--- src/rtl/bp_be_pkg.sv ---
// Shared types and helpers for the backend cache-request arbiter.
package bp_be_pkg;

  typedef enum logic [1:0] {
    e_idle = 2'd0,
    e_meta = 2'd1,
    e_busy = 2'd2
  } bp_be_cache_req_arb_state_e;

  localparam int unsigned bp_be_num_req_lp = 2;

  function automatic logic [bp_be_num_req_lp-1:0] bp_be_onehot2(input logic idx);
    bp_be_onehot2 = idx ? 2'b10 : 2'b01;
  endfunction

endpackage

--- src/rtl/bp_be_cache_req_arbiter_if.sv ---
// Requester-side and LCE-side signal bundle of the cache-request arbiter.
interface bp_be_cache_req_arbiter_if #(
  parameter int unsigned req_width_p  = 128,
  parameter int unsigned meta_width_p = 8
);
  logic [1:0][req_width_p-1:0]  req_i;
  logic [1:0]                   req_v_i;
  logic [1:0]                   req_ready_o;
  logic [1:0][meta_width_p-1:0] meta_i;
  logic [1:0]                   meta_v_i;

  logic [req_width_p-1:0]       cache_req_o;
  logic                         cache_req_v_o;
  logic                         cache_req_ready_i;
  logic [meta_width_p-1:0]      cache_req_metadata_o;
  logic                         cache_req_metadata_v_o;
  logic                         cache_req_complete_i;

  logic [1:0]                   complete_o;
  logic                         owner_o;
  logic                         busy_o;

  // master: the arbiter itself; slave: requesters plus LCE
  modport master (
    input  req_i, req_v_i, meta_i, meta_v_i, cache_req_ready_i, cache_req_complete_i,
    output req_ready_o, cache_req_o, cache_req_v_o, cache_req_metadata_o,
           cache_req_metadata_v_o, complete_o, owner_o, busy_o
  );

  modport slave (
    output req_i, req_v_i, meta_i, meta_v_i, cache_req_ready_i, cache_req_complete_i,
    input  req_ready_o, cache_req_o, cache_req_v_o, cache_req_metadata_o,
           cache_req_metadata_v_o, complete_o, owner_o, busy_o
  );
endinterface

--- src/rtl/bp_be_cache_req_arbiter_rr_arb_2.sv ---
// Two-input round-robin pick: sole valid requester wins, ties go to prio_i.
module bp_be_rr_arb_2 (
  input  logic [1:0] v_i,
  input  logic       prio_i,
  output logic       grant_o
);

  always_comb begin
    case (v_i)
      2'b11:   grant_o = prio_i;
      2'b10:   grant_o = 1'b1;
      default: grant_o = 1'b0;
    endcase
  end

endmodule

--- src/rtl/bp_be_cache_req_arbiter.sv ---
// Arbitrates the D$ and page-table walker onto one LCE request channel,
// holding a single transaction from grant through metadata to completion.
module bp_be_cache_req_arbiter
  import bp_be_pkg::*;
#(
  parameter int unsigned req_width_p  = 128,
  parameter int unsigned meta_width_p = 8
) (
  input  logic                      clk_i,
  input  logic                      reset_i,
  bp_be_cache_req_arbiter_if.master bus
);

  bp_be_cache_req_arb_state_e state_r, state_n;
  logic owner_r, owner_n;
  logic prio_r, prio_n;
  logic pend_r, pend_n;
  logic [1:0] complete_r, complete_n;
  logic winner;
  logic done;

  logic                    cache_req_v;
  logic [req_width_p-1:0]  cache_req;
  logic [1:0]              req_ready;
  logic                    meta_v;
  logic [meta_width_p-1:0] meta;

  bp_be_rr_arb_2 rr_arb (
    .v_i    (bus.req_v_i),
    .prio_i (prio_r),
    .grant_o(winner)
  );

  always_ff @(posedge clk_i or posedge reset_i) begin
    if (reset_i) begin
      state_r    <= e_idle;
      owner_r    <= 1'b0;
      prio_r     <= 1'b0;
      pend_r     <= 1'b0;
      complete_r <= '0;
    end else begin
      state_r    <= state_n;
      owner_r    <= owner_n;
      prio_r     <= prio_n;
      pend_r     <= pend_n;
      complete_r <= complete_n;
    end
  end

  always_comb begin
    state_n     = state_r;
    owner_n     = owner_r;
    prio_n      = prio_r;
    pend_n      = pend_r;
    complete_n  = '0;
    done        = 1'b0;
    cache_req_v = 1'b0;
    cache_req   = '0;
    req_ready   = '0;
    meta_v      = 1'b0;
    meta        = '0;

    case (state_r)
      e_idle: begin
        pend_n           = 1'b0;
        cache_req_v      = bus.req_v_i[winner];
        cache_req        = bus.req_i[winner];
        req_ready[winner] = bus.cache_req_ready_i;
        if (cache_req_v && bus.cache_req_ready_i) begin
          owner_n = winner;
          state_n = e_meta;
        end
      end
      e_meta: begin
        meta_v = bus.meta_v_i[owner_r];
        meta   = bus.meta_i[owner_r];
        if (meta_v) begin
          pend_n = 1'b0;
          // A completion seen before or with the metadata closes the transaction now
          if (bus.cache_req_complete_i || pend_r) begin
            done    = 1'b1;
            state_n = e_idle;
          end else begin
            state_n = e_busy;
          end
        end else if (bus.cache_req_complete_i) begin
          pend_n = 1'b1;
        end
      end
      e_busy: begin
        if (bus.cache_req_complete_i) begin
          done    = 1'b1;
          state_n = e_idle;
        end
      end
      default: state_n = e_idle;
    endcase

    if (done) begin
      complete_n = bp_be_onehot2(owner_r);
      prio_n     = ~owner_r;
    end
  end

  // Combinational paths are gated so every output reads zero while reset is held
  assign bus.cache_req_v_o          = cache_req_v & ~reset_i;
  assign bus.cache_req_o            = reset_i ? '0 : cache_req;
  assign bus.req_ready_o            = reset_i ? '0 : req_ready;
  assign bus.cache_req_metadata_v_o = meta_v & ~reset_i;
  assign bus.cache_req_metadata_o   = reset_i ? '0 : meta;
  assign bus.complete_o             = complete_r;
  assign bus.owner_o                = owner_r;
  assign bus.busy_o                 = (state_r != e_idle);

endmodule

--- src/flat_wrapper.sv ---
// flat-port wrapper written by rule: the top's interface ports become plain ports
module bp_be_cache_req_arbiter_flat import bp_be_pkg::*;
#(
  parameter int unsigned req_width_p  = 128,
  parameter int unsigned meta_width_p = 8
)
  (clk_i, reset_i, bus_req_i, bus_req_v_i, bus_meta_i, bus_meta_v_i, bus_cache_req_ready_i, bus_cache_req_complete_i, bus_req_ready_o, bus_cache_req_o, bus_cache_req_v_o, bus_cache_req_metadata_o, bus_cache_req_metadata_v_o, bus_complete_o, bus_owner_o, bus_busy_o);
  bp_be_cache_req_arbiter_if #(.req_width_p(req_width_p), .meta_width_p(meta_width_p)) bus_i ();
  input  logic clk_i;
  input  logic reset_i;
  input wire logic [$bits(bus_i.req_i)-1:0] bus_req_i;
  input wire logic [$bits(bus_i.req_v_i)-1:0] bus_req_v_i;
  input wire logic [$bits(bus_i.meta_i)-1:0] bus_meta_i;
  input wire logic [$bits(bus_i.meta_v_i)-1:0] bus_meta_v_i;
  input wire logic [$bits(bus_i.cache_req_ready_i)-1:0] bus_cache_req_ready_i;
  input wire logic [$bits(bus_i.cache_req_complete_i)-1:0] bus_cache_req_complete_i;
  output wire logic [$bits(bus_i.req_ready_o)-1:0] bus_req_ready_o;
  output wire logic [$bits(bus_i.cache_req_o)-1:0] bus_cache_req_o;
  output wire logic [$bits(bus_i.cache_req_v_o)-1:0] bus_cache_req_v_o;
  output wire logic [$bits(bus_i.cache_req_metadata_o)-1:0] bus_cache_req_metadata_o;
  output wire logic [$bits(bus_i.cache_req_metadata_v_o)-1:0] bus_cache_req_metadata_v_o;
  output wire logic [$bits(bus_i.complete_o)-1:0] bus_complete_o;
  output wire logic [$bits(bus_i.owner_o)-1:0] bus_owner_o;
  output wire logic [$bits(bus_i.busy_o)-1:0] bus_busy_o;
  assign bus_i.req_i = bus_req_i;
  assign bus_i.req_v_i = bus_req_v_i;
  assign bus_i.meta_i = bus_meta_i;
  assign bus_i.meta_v_i = bus_meta_v_i;
  assign bus_i.cache_req_ready_i = bus_cache_req_ready_i;
  assign bus_i.cache_req_complete_i = bus_cache_req_complete_i;
  assign bus_req_ready_o = bus_i.req_ready_o;
  assign bus_cache_req_o = bus_i.cache_req_o;
  assign bus_cache_req_v_o = bus_i.cache_req_v_o;
  assign bus_cache_req_metadata_o = bus_i.cache_req_metadata_o;
  assign bus_cache_req_metadata_v_o = bus_i.cache_req_metadata_v_o;
  assign bus_complete_o = bus_i.complete_o;
  assign bus_owner_o = bus_i.owner_o;
  assign bus_busy_o = bus_i.busy_o;
  bp_be_cache_req_arbiter #(.req_width_p(req_width_p), .meta_width_p(meta_width_p)) u_core (.clk_i(clk_i), .reset_i(reset_i), .bus(bus_i));
endmodule
--- config.mk ---
export PLATFORM = sky130hd
export DESIGN_NAME = bp_be_cache_req_arbiter_flat
export DESIGN_NICKNAME = d
export VERILOG_FILES = /design/src/rtl/bp_be_pkg.sv /design/src/rtl/bp_be_cache_req_arbiter_if.sv /design/src/rtl/bp_be_cache_req_arbiter_rr_arb_2.sv /design/src/rtl/bp_be_cache_req_arbiter.sv /design/src/flat_wrapper.sv
export SDC_FILE = /design/constraint.sdc
export NUM_CORES = 1
export LEC_CHECK = 0
export CAP_MARGIN = 0
export CORE_AREA = 5 5 162 164
export CTS_BUF_LIST = sky130_fd_sc_hd__clkbuf_16
export CTS_CLUSTER_SIZE = 30
export DETAILED_ROUTE_END_ITERATION = 8
export DIE_AREA = 0 0 167 169
export GPL_ROUTABILITY_DRIVEN = 0
export PLACE_DENSITY_LB_ADDON = 0.08
export RECOVER_POWER = 25
export SYNTH_ARGS = -nofsm -noshare
export SYNTH_HDL_FRONTEND = slang
export SYNTH_HIERARCHICAL = 1
export SYNTH_SLANG_ARGS = --single-unit
--- constraint.sdc ---
create_clock -name clk_i -period 4.3 [get_ports clk_i]
set_input_delay 1.29 -clock clk_i [delete_from_list [all_inputs] [get_ports clk_i]]
set_output_delay 1.29 -clock clk_i [all_outputs]
set_load 0.02 [all_outputs]
# Word-level counts from Yosys, hierarchy flattened
# Cells that the tools add are included.
dict set report word_totals {
  ff_bits 7
  latchBits 0
  ramBits 0
  mem_bits_ro 0
  in_bits 280
  output_inout_bits 144
  elab_cells 63
  memories 0
}
dict set report classes {
  n_addsub 0
  mul 0
  div_mod_pow 0
  magnitude_cmp 3
  eq_ne 8
  shift 0
  n_mux 33
  n_bitwise 5
  n_reduce_logical 9
}
# op count
set ops {}
lappend ops {{$mux W128} 4}
lappend ops {{$mux W8} 4}
lappend ops {{$mux W2} 8}
lappend ops {{$mux W1} 12}
lappend ops {{$eq A2 B2 Y1 const B} 3}
lappend ops {{$pmux W1 S2} 3}
lappend ops {{$pmux W2 S3} 1}
lappend ops {{$lt A1 B2 Y1 const B} 2}
lappend ops {{$ne A2 B1 Y1 const B} 2}
lappend ops {{$reduce_and A2 Y1} 2}
lappend ops {{$reduce_bool A2 Y1} 2}
lappend ops {{$ne A3 B2 Y1 const B} 1}
lappend ops {{$reduce_and A3 Y1} 1}
lappend ops {{$and A1 B1 Y1} 2}
lappend ops {{$and A2 B2 Y2} 1}
lappend ops {{$eq A2 B1 Y1 const B} 1}
lappend ops {{$logic_and A1 B1 Y1} 2}
lappend ops {{$logic_not A2 Y1} 1}
lappend ops {{$ne A2 B2 Y1 const B} 1}
lappend ops {{$not A1 Y1} 2}
lappend ops {{$demux W1 S1} 1}
lappend ops {{$ge A1 B1 Y1 const B} 1}
lappend ops {{$logic_or A1 B1 Y1} 1}

# Longest topological paths before layout
dict set report depth {
  word_depth 9
  ltp_mapped 7
  depth_no_buf 5
}

# Cells and area by module
# The synthesis kept the hierarchy.
# module n_inst cells_each area_per_inst_um2
set modules_own_cells {}
lappend modules_own_cells {bp_be_cache_req_arbiter 1 352 2526.2}
lappend modules_own_cells {bp_be_rr_arb_2 1 2 11.3}

# Worst setup path before layout
# Ideal clock, no wire load.
dict set report synth_timing {
  path_kind {input to output}
  start {in bus_req_v_i[1]}
  end {out bus_req_ready_o[1]}
  arrival_time_ps 2553
  t_required_ps 3010
  setup_slack_ps 457
  path_stages 6
  cell_sequence {a21boi_1 -> buf_2 -> buf_4 -> buf_2 -> inv_1 -> nor3_1}
}
dict set report synth_between {
  elab_chain_cells 9
  elab_cells_between_ends 11
  cone_classes {2 x order compare; 2 x eq/ne; 5 x mux; 1 x bitwise; 1 x reduce/logical}
}
# element line_no
set synth_lines {}
lappend synth_lines {{start, declared} flat_wrapper.sv:12} ;# input wire logic [$bits(bus_i.req_v_i)-1:0] bus_req_v_i;
lappend synth_lines {{$eq A2 B2 Y1} bp_be_cache_req_arbiter_rr_arb_2.sv:9} ;# case (v_i)
lappend synth_lines {{$pmux W1 S2 (*)} bp_be_cache_req_arbiter_rr_arb_2.sv:9}
lappend synth_lines {{$lt A1 B2 Y1 (not written as such) / $ge A1 B1 Y1 (equally long branches)} bp_be_cache_req_arbiter.sv:68} ;# req_ready[winner] = bus.cache_req_ready_i;
lappend synth_lines {{$logic_and A1 B1 Y1 (not written as such)} bp_be_cache_req_arbiter.sv:68}
lappend synth_lines {{$mux W1 (not written as such)} bp_be_cache_req_arbiter.sv:68}
lappend synth_lines {{$demux W1 S1 (*)} n/a}
lappend synth_lines {{$and A2 B2 Y2 (no source line) (*)} n/a}
lappend synth_lines {{$mux W2 (*)} bp_be_cache_req_arbiter.sv:63} ;# case (state_r)
lappend synth_lines {{$mux W2 (*)} bp_be_cache_req_arbiter.sv:108} ;# assign bus.req_ready_o = reset_i ? '0 : req_ready;
lappend synth_lines {{end, declared} flat_wrapper.sv:17} ;# output wire logic [$bits(bus_i.req_ready_o)-1:0] bus_req_ready_o;
# Every way passes the cells marked *; elsewhere a longest branch is shown, timed or not.

# Worst setup path in the final report
dict set report layout_timing {
  start {in reset_i}
  end {out bus_cache_req_o[9]}
}
dict set report layout_between {
  elab_chain_cells 1
}
# element line_no
set layout_lines {}
lappend layout_lines {{start, declared} flat_wrapper.sv:10} ;# input logic reset_i;
lappend layout_lines {{$mux W128} bp_be_cache_req_arbiter.sv:107} ;# assign bus.cache_req_o = reset_i ? '0 : cache_req;
lappend layout_lines {{end, declared} flat_wrapper.sv:18} ;# output wire logic [$bits(bus_i.cache_req_o)-1:0] bus_cache_req_o;
# Every way passes these cells.

==> run summary <==
- clkbuf_16 — CTS Root Cell
- 0.41 ns — Max stage delay on crit path
- 0.00254 mm^2 — Post-Synthesis Cell Area
- 100% — share of flip-flops with an asynchronous set or reset after synthesis
- 169 um — vertical die dimension
- 0.528 ns — hold slack final
- 4.17 ns — final critical delay including setup and external delays
- 6 — total of warnings raised by yosys
- 1073 — total number of nets in the final design
- 0 — quantity of hold-fixing buffers added after cts
- 334 mW/mm^2 — Power per Cell Area
- 28.6 mm — first-pass GRT wire length
- 0 — max-cap violations
- 6.90% — sequential-to-total area share from yosys stat
- 97.0% — final cycle utilization of the critical path
- 17.7 mm — Detail Placement HPWL
- 18.1 um — routed length per instance
- 0.0282 mm^2 — die area
- 4 — length of the first detailed-routing pass in iterations
- 29.9% — Core Util, Final
- 0.128 ns — final setup slack of the worst path
- 7 — number of clock sinks seen by CTS
- 3 — total clock buffers created by CTS
- 0.00742 mm^2 — placed instance area
- 0 — number of nets with antenna violations after detailed routing
- -0.378 ns — post-placement setup slack
- 34 — peak fanout along the critical path
- 116 — Iteration-0 DRC Markers
- primary output — category of the worst setup path capture point
- 637 — Post-Syn Nets
- no — RSZ-0062 raised after global routing
- 7 — number of register bits inferred by synthesis
- 2690 — fill cell instance count of the final layout
- 0.00739 mm^2 — area of all placed cells without fillers
- primary input — Critical Path Source Type
- 0.000204 ns — Final Skew
- 167 um — die width
- 1 — level count of the clock H-tree
- 0.705 ns — transition time of the tightest slew-check pin
- 4587 — vias in the first global route
- buffers and inverters — kind of cell adding the most delay to the critical path
- 191% — area added between synthesis and finish
- 2 — antenna violations before repair
- register to register — class of the most critical hold timing path
- 2 — maximum clock insertion buffer count
- 3.77 — per-cell via count in the routed design
- 3.01 ns — WP data required
- 0 — Remaining DRCs
- 2.47 mW — overall power of the completed layout
- 0.23 ns — worst-skew pair later-pin latency
- 0 — GRT Residual Overflow
- 4 — WP buf/inv
- 20.3 mm — total wirelength of the detailed-routed design
- 0.0247 mm^2 — standard cell core area
- 0 — final hold vios
- 10.3% — starting density of the core
- 3.48 nW — Leakage Power
- 354 — Synth Instances
- 26 — Yosys cell types
- completed — status
- done — CTS tree
- 53.0% — Slew HR
- clkdlybuf4s50_1 — slowest stage cell, crit path
- primary input to primary output — start-to-end type of the worst setup path
- 423 — count of input and output buffers
- 0 — endpoints failing setup
- 13.1% — Tot GR Track Use
- 0.000147 V — worst vdd ir
- 7.17 um^2 — average cell area after synthesis
- clkdlybuf4s50_1 > inv_1 > nand2_2 > buf_12 > nor2_1 > dlygate4sd2_1 — crit-path cells
- 7.98% — fraction of layout instances using a drive strength above 1
- 0.240 GHz — upper clock frequency limit
- 424 — I/O Pins
- 58 — Cell Rows
- dfrtp_1 — commonest register cell after synthesis
- 4223 — number of vias in the routed layout
- 37 — pin count of the biggest net entering global routing
- 0.04 ns — clock transition at the register clock pins on the worst setup and hold paths after CTS
- 2.88 ns — crit path DAT
- 0 — number of flops mapped to enable cells by yosys
- 0 — Final Max Tran Viols
routing by layer:
layer  up-vias  global-route usage [%]  part of all wire [%]
met1      1902                    13.2                    35
met4         0                    1.67                  0.87
met2       245                    25.9                    54
li1       2066                       -                     -
met5         -                       0                     0
met3        10                    5.21                    10
final cells by class:
type	instances	area (um^2)	area share, %
flip-flops and latches	7	175	2.37
diodes	2	5.00	0.0677
repair buffers	463	4500	60.9
well taps	330	413	5.59
clock inverters	1	3.75	0.0508
multi-input cells	307	2190	29.6
inverters	8	30.0	0.406
clock buffers	3	75.1	1.02
timing repair:
item / 4_1_cts / 5_1_grt
hold endpoints to repair: 0 / 0
gates resized for setup: 116 / 17
pin swaps: 1 / 1
setup endpoints to repair: 118 / 25
buffers inserted: 6 / 1
cloned: 1 / 0
sequential cells by signal (all words and copies together) (netlist names):
signal,cells
u_core/bus.complete_o,2
u_core/state_r,2
u_core/bus.owner_o,1
u_core/pend_r,1
u_core/prio_r,1
placed cells by master, fill, tap and decap left out, types with 4 or more instances in the layout:
cell type,synthesis,layout
buf_12,0,16
buf_4,10,31
clkbuf_1,9,19
clkdlybuf4s50_1,0,284
dfrtp_1,7,7
dlygate4sd2_1,0,104
dlygate4sd3_1,0,5
inv_1,8,9
mux2i_1,137,135
nor2_1,140,140
nor3_1,4,4
metrics by stage:
stage | cells | setup TNS, ns
after CTS | 1118 | 0
after global routing | 1121 | 0
final | 1121 | 0
after detailed placement | 1107 | -24.32
after floorplan | 354 | 0
after global placement | 1107 | -22.05
cell families after synthesis:
family / count (synthesis) / synth area share, %
AOI/OAI and AO/OA: 12 / 4.29
buffers and inverters: 40 / 7.79
muxes: 140 / 56.3
adders and majority gates: 3 / 1.48
DFF: 7 / 6.90
and+or+nand+nor: 152 / 23.3
path summary, 6_finish.rpt:
kind | start | to | slack [ns] | cells after the start
max | reset_i | bus_cache_req_o[9] | 0.13 | 6
min in group asynchronous | reset_i | u_core/state_r[0] | 1.44 | 3
min | u_core/prio_r | u_core/prio_r | 0.53 | 2
min reg2reg | u_core/prio_r | u_core/prio_r | 0.53 | 2
max in group asynchronous | reset_i | u_core/pend_r | 2.54 | 4
max reg2reg | u_core/prio_r | u_core/bus.owner_o | 2.47 | 7
synthesized netlist by cell type, types with 2 or more instances:
library cell,count,area (um^2)
dfrtp_1,7,175
clkbuf_1,9,33.8
a21oi_1,2,10.0
o211ai_1,3,22.5
mux2i_4,2,45.0
nor3_1,4,20.0
buf_2,8,40.0
ha_1,3,37.5
and2_1,2,12.5
nor2b_1,2,12.5
inv_1,8,30.0
mux2i_1,137,1370
nand2_1,2,7.51
buf_1,5,18.8
buf_4,10,75.1
nor2_1,140,526
worst min-delay path, stage by stage (launching register included):
cell     delay, ns
dfrtp_1       0.37
inv_1         0.06
mux2i_1       0.05
where the power goes:
part	switching [mW]	internal [mW]	leakage [nW]	total, mW
logic	1.17	1.01	3.35	2.18
clock network	0.0346	0.121	0.0423	0.156
registers	0.0468	0.0888	0.0904	0.136
No activity file was read; power rests on OpenSTA's default activity.
